$ cat config.mk
export PLATFORM = sky130hd
export DESIGN_NAME = mcif_axi_wr_responder
export DESIGN_NICKNAME = d
export VERILOG_FILES = /design/src/rtl/mcif_axi_wr_pkg.sv /design/src/rtl/mcif_axi_sync_fifo.sv /design/src/rtl/mcif_axi_wr_responder.sv
export SDC_FILE = /design/constraint.sdc
export NUM_CORES = 1
export LEC_CHECK = 0
export CAP_MARGIN = 25
export CORE_MARGIN = 3
export CORE_UTILIZATION = 52
export CTS_CLUSTER_SIZE = 10
export DETAILED_ROUTE_END_ITERATION = 16
export GPL_TIMING_DRIVEN = 0
export HOLD_SLACK_MARGIN = 0.05
export PLACE_DENSITY = 0.81
export SLEW_MARGIN = 20
export SYNTH_ARGS = -nofsm -noshare
export SYNTH_HDL_FRONTEND = slang
export SYNTH_SLANG_ARGS = --single-unit
$ cat constraint.sdc
create_clock -name nvdla_core_clk -period 4.1 [get_ports nvdla_core_clk]
set_input_delay 1.23 -clock nvdla_core_clk [delete_from_list [all_inputs] [get_ports nvdla_core_clk]]
set_output_delay 1.23 -clock nvdla_core_clk [all_outputs]
set_load 0.005 [all_outputs]
$ cat src/rtl/mcif_axi_wr_pkg.sv
// Shared constants and types for the MCIF AXI write responder.
// Response codes, FSM state encoding and beat sizing helper.
package mcif_axi_wr_pkg;

  localparam logic [1:0] RESP_OKAY   = 2'b00;
  localparam logic [1:0] RESP_SLVERR = 2'b10;

  typedef enum logic {
    IDLE = 1'b0,
    DATA = 1'b1
  } state_t;

  localparam int DEF_DATA_W = 64;
  localparam int BEAT_BYTES = DEF_DATA_W / 8;

  function automatic int beat_bytes(input int data_w);
    return data_w / 8;
  endfunction

endpackage

$ cat src/rtl/mcif_axi_sync_fifo.sv
// Generic synchronous FIFO, head visible the cycle after push; DEPTH must be a power of 2.
// No internal backpressure: callers must not push when full or pop when empty.
module mcif_axi_sync_fifo #(
  parameter int WIDTH = 8,
  parameter int DEPTH = 4
) (
  input  logic                       clk,
  input  logic                       rst,
  input  logic                       push,
  input  logic [WIDTH-1:0]           push_dat,
  input  logic                       pop,
  output logic [WIDTH-1:0]           pop_dat,
  output logic                       full,
  output logic                       empty,
  output logic [$clog2(DEPTH):0]     count
);

  localparam int PTR_W = $clog2(DEPTH);

  logic [WIDTH-1:0] mem [DEPTH];
  logic [PTR_W-1:0] wr_ptr;
  logic [PTR_W-1:0] rd_ptr;
  logic [PTR_W:0]   cnt;

  always_ff @(posedge clk) begin
    if (rst) begin
      wr_ptr <= '0;
      rd_ptr <= '0;
      cnt    <= '0;
    end else begin
      if (push) wr_ptr <= wr_ptr + PTR_W'(1);
      if (pop)  rd_ptr <= rd_ptr + PTR_W'(1);
      case ({push, pop})
        2'b10:   cnt <= cnt + (PTR_W+1)'(1);
        2'b01:   cnt <= cnt - (PTR_W+1)'(1);
        default: cnt <= cnt;
      endcase
    end
  end

  // Storage needs no reset; the pointers alone define validity.
  always_ff @(posedge clk) begin
    if (push) mem[wr_ptr] <= push_dat;
  end

  assign pop_dat = mem[rd_ptr];
  assign full    = (cnt == (PTR_W+1)'(DEPTH));
  assign empty   = (cnt == '0);
  assign count   = cnt;

endmodule

$ cat src/rtl/mcif_axi_wr_responder.sv
// AXI write slave: AW/W bursts become SRAM-port writes, one B per burst in AW order.
// Data cycles start 2 cycles after AW, B the cycle after the last beat; W stalls on mem_wr_ready or a full B FIFO.
module mcif_axi_wr_responder
  import mcif_axi_wr_pkg::*;
#(
  parameter int ADDR_W   = 64,
  parameter int DATA_W   = 64,
  parameter int ID_W     = 8,
  parameter int AW_DEPTH = 4,
  parameter int B_DEPTH  = 4
) (
  input  logic                  nvdla_core_clk,
  input  logic                  nvdla_core_rst,
  input  logic                  mcif2noc_axi_aw_awvalid,
  output logic                  mcif2noc_axi_aw_awready,
  input  logic [ID_W-1:0]       mcif2noc_axi_aw_awid,
  input  logic [3:0]            mcif2noc_axi_aw_awlen,
  input  logic [ADDR_W-1:0]     mcif2noc_axi_aw_awaddr,
  input  logic                  mcif2noc_axi_w_wvalid,
  output logic                  mcif2noc_axi_w_wready,
  input  logic [DATA_W-1:0]     mcif2noc_axi_w_wdata,
  input  logic [63:0]           mcif2noc_axi_w_wstrb,
  input  logic                  mcif2noc_axi_w_wlast,
  output logic                  noc2mcif_axi_b_bvalid,
  input  logic                  noc2mcif_axi_b_bready,
  output logic [ID_W-1:0]       noc2mcif_axi_b_bid,
  output logic [1:0]            noc2mcif_axi_b_bresp,
  output logic                  mem_wr_valid,
  input  logic                  mem_wr_ready,
  output logic [ADDR_W-1:0]     mem_wr_addr,
  output logic [DATA_W-1:0]     mem_wr_data,
  output logic [DATA_W/8-1:0]   mem_wr_mask,
  output logic [7:0]            wlast_err_cnt
);

  localparam int BYTES   = beat_bytes(DATA_W);
  localparam int OFS     = $clog2(BYTES);
  localparam int WORD_W  = ADDR_W - OFS;
  localparam int AWCNT_W = $clog2(AW_DEPTH) + 1;
  localparam int BCNT_W  = $clog2(B_DEPTH) + 1;

  typedef struct packed {
    logic [ID_W-1:0]   id;
    logic [3:0]        len;
    logic [WORD_W-1:0] word;
  } aw_ent_t;

  typedef struct packed {
    logic [ID_W-1:0] id;
    logic [1:0]      resp;
  } b_ent_t;

  logic              rst;
  state_t            state_q;
  state_t            state_d;

  aw_ent_t           aw_in;
  aw_ent_t           aw_head;
  logic              aw_push;
  logic              aw_pop;
  logic              aw_full;
  logic              aw_empty;
  logic [AWCNT_W-1:0] aw_count;

  b_ent_t            b_in;
  b_ent_t            b_head;
  logic              b_push;
  logic              b_pop;
  logic              b_full;
  logic              b_empty;
  logic [BCNT_W-1:0] b_count;

  logic [ID_W-1:0]   cur_id;
  logic [3:0]        beat_cnt;
  logic [WORD_W-1:0] cur_addr;
  logic              err;

  logic              w_rdy;
  logic              mem_vld;
  logic              beat;
  logic [1:0]        final_resp;
  logic              unused_bits;

  assign rst = nvdla_core_rst;

  assign mcif2noc_axi_aw_awready = !rst && !aw_full;
  assign aw_push = mcif2noc_axi_aw_awvalid && mcif2noc_axi_aw_awready;
  assign aw_in   = '{id:   mcif2noc_axi_aw_awid,
                     len:  mcif2noc_axi_aw_awlen,
                     word: mcif2noc_axi_aw_awaddr[ADDR_W-1:OFS]};

  mcif_axi_sync_fifo #(
    .WIDTH ($bits(aw_ent_t)),
    .DEPTH (AW_DEPTH)
  ) u_aw_fifo (
    .clk      (nvdla_core_clk),
    .rst      (rst),
    .push     (aw_push),
    .push_dat (aw_in),
    .pop      (aw_pop),
    .pop_dat  (aw_head),
    .full     (aw_full),
    .empty    (aw_empty),
    .count    (aw_count)
  );

  // A missing wlast on the final beat and any early wlast both report SLVERR.
  assign final_resp = (mcif2noc_axi_w_wlast && !err) ? RESP_OKAY : RESP_SLVERR;
  assign b_in       = '{id: cur_id, resp: final_resp};

  always_comb begin
    state_d = state_q;
    aw_pop  = 1'b0;
    b_push  = 1'b0;
    w_rdy   = 1'b0;
    mem_vld = 1'b0;
    beat    = 1'b0;
    unique case (state_q)
      IDLE: begin
        // Only start a burst once its B slot is guaranteed.
        if (!aw_empty && (b_count < BCNT_W'(B_DEPTH))) begin
          aw_pop  = 1'b1;
          state_d = DATA;
        end
      end
      DATA: begin
        w_rdy   = mem_wr_ready;
        mem_vld = mcif2noc_axi_w_wvalid;
        beat    = mcif2noc_axi_w_wvalid && mem_wr_ready;
        if (beat && (beat_cnt == 4'd0)) begin
          b_push  = 1'b1;
          state_d = IDLE;
        end
      end
      default: state_d = IDLE;
    endcase
  end

  always_ff @(posedge nvdla_core_clk) begin
    if (rst) state_q <= IDLE;
    else     state_q <= state_d;
  end

  always_ff @(posedge nvdla_core_clk) begin
    if (rst) begin
      cur_id        <= '0;
      beat_cnt      <= '0;
      cur_addr      <= '0;
      err           <= 1'b0;
      wlast_err_cnt <= '0;
    end else begin
      if (aw_pop) begin
        cur_id   <= aw_head.id;
        beat_cnt <= aw_head.len;
        cur_addr <= aw_head.word;
        err      <= 1'b0;
      end else if (beat) begin
        cur_addr <= cur_addr + WORD_W'(1);
        beat_cnt <= beat_cnt - 4'd1;
        if (mcif2noc_axi_w_wlast && (beat_cnt != 4'd0)) err <= 1'b1;
      end
      if (b_push && (final_resp == RESP_SLVERR) && (wlast_err_cnt != 8'hFF))
        wlast_err_cnt <= wlast_err_cnt + 8'd1;
    end
  end

  assign mcif2noc_axi_w_wready = !rst && w_rdy;
  assign mem_wr_valid          = !rst && mem_vld;
  assign mem_wr_addr           = {cur_addr, {OFS{1'b0}}};
  assign mem_wr_data           = mcif2noc_axi_w_wdata;
  assign mem_wr_mask           = mcif2noc_axi_w_wstrb[BYTES-1:0];

  mcif_axi_sync_fifo #(
    .WIDTH ($bits(b_ent_t)),
    .DEPTH (B_DEPTH)
  ) u_b_fifo (
    .clk      (nvdla_core_clk),
    .rst      (rst),
    .push     (b_push),
    .push_dat (b_in),
    .pop      (b_pop),
    .pop_dat  (b_head),
    .full     (b_full),
    .empty    (b_empty),
    .count    (b_count)
  );

  assign noc2mcif_axi_b_bvalid = !rst && !b_empty;
  assign b_pop                 = noc2mcif_axi_b_bvalid && noc2mcif_axi_b_bready;
  assign noc2mcif_axi_b_bid    = noc2mcif_axi_b_bvalid ? b_head.id   : '0;
  assign noc2mcif_axi_b_bresp  = noc2mcif_axi_b_bvalid ? b_head.resp : 2'b00;

  assign unused_bits = ^{mcif2noc_axi_w_wstrb[63:BYTES], mcif2noc_axi_aw_awaddr[OFS-1:0],
                         aw_count, b_full};

endmodule

=== Yosys cells after proc, flatten, opt, wreduce, memory -nomap -nowiden ===
Memory sizes are Yosys's and may differ from the RTL's. A register that Yosys moved wholly into a read port is not among the register bits.
Index checks and enable logic that the tools add are counted.

* Eq/ne operators: 7
* Bitwise logic cells: 1
* Add/sub/neg operators: 11
* Reductions and logical operators: 27
* Multiplexer cells: 26
* Magnitude comparators: 1

{| class="wikitable"
|+ Operator list
! operator !! count
|-
| $mux W61 || 2
|-
| $add A61 B1 Y61 const B || 1
|-
| $logic_and A1 B1 Y1 || 13
|-
| $mux W1 || 12
|-
| $mux W2 || 6
|-
| $pmux W3 S2 || 2
|-
| $add A2 B1 Y2 const B || 4
|-
| $add A8 B1 Y8 const B || 1
|-
| $mux W4 || 2
|-
| $mux W8 || 1
|-
| $ne A8 B8 Y1 const B || 1
|-
| $add A3 B1 Y3 const B || 2
|-
| $eq A2 B2 Y1 const B || 3
|-
| $logic_not A3 Y1 || 2
|-
| $reduce_bool A2 Y1 || 3
|-
| $sub A3 B1 Y3 const B || 2
|-
| $logic_not A1 Y1 || 5
|-
| $eq A2 B1 Y1 const B || 2
|-
| $logic_not A4 Y1 || 1
|-
| $reduce_bool A4 Y1 || 1
|-
| $sub A4 B1 Y4 const B || 1
|-
| $eq A3 B3 Y1 const B || 1
|-
| $lt A3 B3 Y1 const B || 1
|-
| $pmux W1 S2 || 1
|-
| 3 further kinds || 3
|}

* Flip-flop bits (word level): 97
* Word-level logic and storage cells: 87
* Output and inout bits: 158
* Input bits: 211
* RAM bits: 332
* Memories kept: 2

{| class="wikitable"
|+ Memory list
! memory !! depth !! width !! read ports !! clocked after memory_dff !! write ports !! line !! text
|-
| u_aw_fifo.mem || 4 || 73 || 1 || 1 || 1 || mcif_axi_sync_fifo.sv:20 || <nowiki>logic [WIDTH-1:0] mem [DEPTH];</nowiki>
|-
| u_b_fifo.mem || 4 || 10 || 1 || 1 || 1 || mcif_axi_sync_fifo.sv:20 ||
|}

=== Depth between registers and ports, before layout ===
* Word-level depth: 7
* Mapped depth: 12
* Gate-level depth less buffers: 11

=== Hierarchy ===
A second synthesis with hierarchy kept.

* Cells, all modules: 1151
* Area total of the unflattened synthesis: 17887.2 um^2

{| class="wikitable"
|+ Modules (own cells, without submodules)
! module !! cells each !! times used !! sequential area each (um^2) !! area an instance (um^2)
|-
| mcif_axi_sync_fifo (u_aw_fifo) || 428 || 1 || 8948.6 || 11041.8
|-
| mcif_axi_wr_responder || 624 || 1 || 1661.6 || 4968.5
|-
| mcif_axi_sync_fifo (u_b_fifo) || 99 || 1 || 1381.3 || 1876.8
|}

=== Worst setup path after synthesis ===
Ideal clock, no wire load.

* Kind: in2reg
* Start: input nvdla_core_rst
* End: memory u_aw_fifo.mem[1][0] in the netlist's numbering, enable pin
* Setup time: 0.440 ns
* Required time: 3.660 ns
* Stages: 2
* Path slack: 0.322 ns
* Arrival: 3.339 ns
* Path buffers: 0
* Path through: a31oi_1 > and3_1

* Cells in the longest elaborated chain, start to end: 5

{| class="wikitable"
|+ Ends and longest elaborated chain
! item !! line !! text
|-
| start: declaration || mcif_axi_wr_responder.sv:13 || <nowiki>input logic nvdla_core_rst,</nowiki>
|-
| $logic_not A1 Y1 || mcif_axi_wr_responder.sv:86 || <nowiki>assign mcif2noc_axi_aw_awready = !rst && !aw_full;</nowiki>
|-
| $logic_and A1 B1 Y1 || mcif_axi_wr_responder.sv:86 ||
|-
| $logic_and A1 B1 Y1 || mcif_axi_wr_responder.sv:87 || <nowiki>assign aw_push = mcif2noc_axi_aw_awvalid && mcif2noc_axi_aw_awready;</nowiki>
|-
| $mux W1 || mcif_axi_sync_fifo.sv:43 || <nowiki>if (push) mem[wr_ptr] <= push_dat;</nowiki>
|-
| $mux W1 (implied by the code) || mcif_axi_sync_fifo.sv:43 ||
|-
| end: declaration || mcif_axi_sync_fifo.sv:20 ||
|}

No other way between the ends.

==> out/qor.yml <==
critical_path:
  path_class: "flip-flop to output port"
  cp_data_arrival_time_ns: 2.69
  path_max_fanout: 9
  crit_required_ns: 2.87
  endpoint_kind: "output port"
  startpoint_type: "flip-flop"
grt:
  overflow: 0
  grt_use_total: 0.243
  grt_antenna_before_repair: 7
  grt_pass1_wl_um: 67600
  grt_max_degree: 44
  grt_pass1_vias: 11439
clock_tree:
  cts_buffers: 49
  cts_sinks: 429
  root_buffer: "clkbuf_16"
  cts_htree_levels: 2
  hold_buffers: 0
  clkTransAtPathRegs_ns: 0.05
  cts_tree: "built"
  cts_buffer_depth: 3
  clock_latency_ns: 0.57
placement:
  place_ws_ns: -0.278
  dp_hpwl_um: 31700
  port_buffers: 233
  gp_congestion: 0.904
  placed_cells: 1878
  place_area_mm2: 0.0211
sta:
  drv_slew: 0
  finClkSkew_ns: 0.0390
  finalSetupViolations: 0
  hold_slack_ns: 0.506
  rsz0062_at_grt: "false"
  fin_crit_ns: 3.92
  fin_tns_setup_ns: 0
  finalCritPeriodShare: 0.957
  worst_pin_slew_ns: 0.949
  hold_viol: 0
  setup_ws_ns: 0.175
  max_slew_margin: 0.367
  max_freq_mhz: 255
route:
  num_vias: 11589
  drcViolationCount: 0
  viasPerCell: 5.88
  first_pass_iters: 6
  wirelength_um: 45700
  drt-initial-drc-count: 1269
  ant_nets: 0
  routedWlPerCell_um: 23.2
floorplanning:
  core_mm2: 0.0339
  dieArea_mm2: 0.0370
  num_rows: 67
  boundaryPins: 369
  die_w_um: 192
  initial_core_util: 0.533
  die_y_um: 192
yosys:
  ys_warn_count: 0
  syn_inst: 1189
  syn_area_per_cell_um2: 15.2
  synth_edf_count: 328
  synth_seq_cells: 429
  synth_top_flop_cell: "edfxtp_1"
  synthArstFlopShare: 0
  syn_area_mm2: 0.0180
  ys_types: 55
  ys_seq_area_frac: 0.658
final_layout:
  final_area_mm2: 0.0225
  utilization: 0.666
  final_common_cell: "edfxtp_1"
  synthToLayoutAreaGrowth_pct: 25.0
  drive_above_1_share: 0.171
  final_cells: 1971
  final_cell_mix: "edfxtp_1, clkdlybuf4s50_1, dfxtp_1"
  nNetsFinal: 1708
pwr:
  ir_drop_v: 0.000488
  p_sw_frac: 0.317
  intPower_mw: 9.39
  p_seq_frac: 0.428
  powerDensity_mw_per_mm2: 610
  power_frac_clock: 0.283
  p_leak_nw: 7.40
  power_mw: 13.8
  power.switching_mw: 4.37
  combPwrFrac: 0.289
worst_hold_path:
  min_path_type: "flip-flop to flip-flop"
run:
  maxCapViolations: 0
outcome:
  status: "completed"
==> final timing paths <==
kind / to / cells after the start / startpoint / slack, ns
worst min-delay path: u_b_fifo.wr_ptr[1] / 2 / u_b_fifo.wr_ptr[1] / 0.51
worst max-delay path: noc2mcif_axi_b_bid[7] / 4 / flip-flop / 0.18
worst min register to register: u_b_fifo.wr_ptr[1] / 2 / u_b_fifo.wr_ptr[1] / 0.51
worst max register to register: u_aw_fifo.count[2] / 12 / u_aw_fifo.count[0] / 0.43
==> synth_stat cells, types with 7 or more instances <==
cell type / instances / area share
mux2i_1: 9 / 0.0050
buf_4: 76 / 0.032
nand2_1: 53 / 0.011
and2_1: 17 / 0.0059
nor2_1: 78 / 0.016
nor4_1: 25 / 0.0087
and4_1: 8 / 0.0039
nand3_1: 45 / 0.012
nand4_1: 26 / 0.0090
o21ai_0: 7 / 0.0019
clkbuf_1: 44 / 0.0092
nor3_1: 22 / 0.0061
inv_1: 22 / 0.0046
edfxtp_1: 328 / 0.55
xnor2_1: 36 / 0.017
xor2_1: 21 / 0.010
dfxtp_1: 101 / 0.11
buf_1: 12 / 0.0025
a211oi_1: 41 / 0.017
and3_1: 23 / 0.0080
mux4_2: 82 / 0.10
or3_1: 9 / 0.0031
a21oi_1: 19 / 0.0053
ha_1: 14 / 0.0097
==> critical path, cell delays in order, from the launching register on <==
cell and delay [ns]:
dfxtp_1 0.31, clkbuf_1 0.58, mux4_2 0.59, and2_1 0.17
clkdlybuf4s50_1 0.48
==> metal layers <==
layer  share of wire  vias to the layer above  track usage  wire [um]
li1                -                     5111            -          -
met1            0.36                     5744        0.294      16600
met2            0.50                      604        0.421      23000
met3            0.10                      122       0.0714       4660
met4           0.031                        8       0.0743       1430
met5          0.0010                        -            0         48
==> power by group through the flow <==
| stage | combinational, mW | clock [mW] | sequential, mW |
|---|---|---|---|
| 2_1_floorplan | 2.26 | 0 | 5.80 |
| 3_3_place_gp | 3.85 | 0 | 5.92 |
| 3_5_place_dp | 3.94 | 0 | 5.94 |
| 4_1_cts | 3.99 | 3.94 | 5.86 |
| 5_1_grt | 4.27 | 4.14 | 5.93 |
| 6_report | 3.98 | 3.90 | 5.88 |
==> registers in the layout (all words and copies together), names as in the netlist, named ones only <==
| register | count |
|---|---|
| cur_id | 8 |
| u_b_fifo.rd_ptr | 2 |
| u_aw_fifo.mem | 292 |
| wlast_err_cnt | 8 |
| u_aw_fifo.rd_ptr | 2 |
| u_b_fifo.count | 3 |
| u_b_fifo.wr_ptr | 2 |
| u_b_fifo.mem | 36 |
| cur_addr | 61 |
| beat_cnt | 4 |
| state_q | 1 |
| u_aw_fifo.count | 3 |
| u_aw_fifo.wr_ptr | 2 |
| err | 1 |
==> what timing repair did <==
item | in CTS | in global routing
setup buffers | 1 | 0
gates resized for setup | 5 | 0
setup endpoints to repair | 13 | 0
==> cells by family (layout without fill, tap and decap cells) <==
logic type | after synthesis | count (layout) | share of synthesized area
multiplexers | 92 | 92 | 0.108
adder cells (fa/ha/maj) | 16 | 16 | 0.0119
flip-flops | 429 | 429 | 0.658
AND/OR/NAND/NOR | 343 | 343 | 0.108
buffers and inverters | 162 | 490 | 0.0510
XOR/XNOR | 57 | 57 | 0.0277
AO/OA/AOI/OAI | 89 | 89 | 0.0349
other | 1 | 7 | 0.000208
==> layout make-up <==
cell class	count	area [um^2]
clock buffer	86	1370
clock inverter	4	71.3
inverter	23	86.3
multi-input combinational	601	5300
buffer	138	835
tap	448	561
sequential	429	11900
timing repair buffer	239	2450
antenna	3	7.51
fill	2267	11300
No activity file was read; power rests on OpenSTA's default activity.
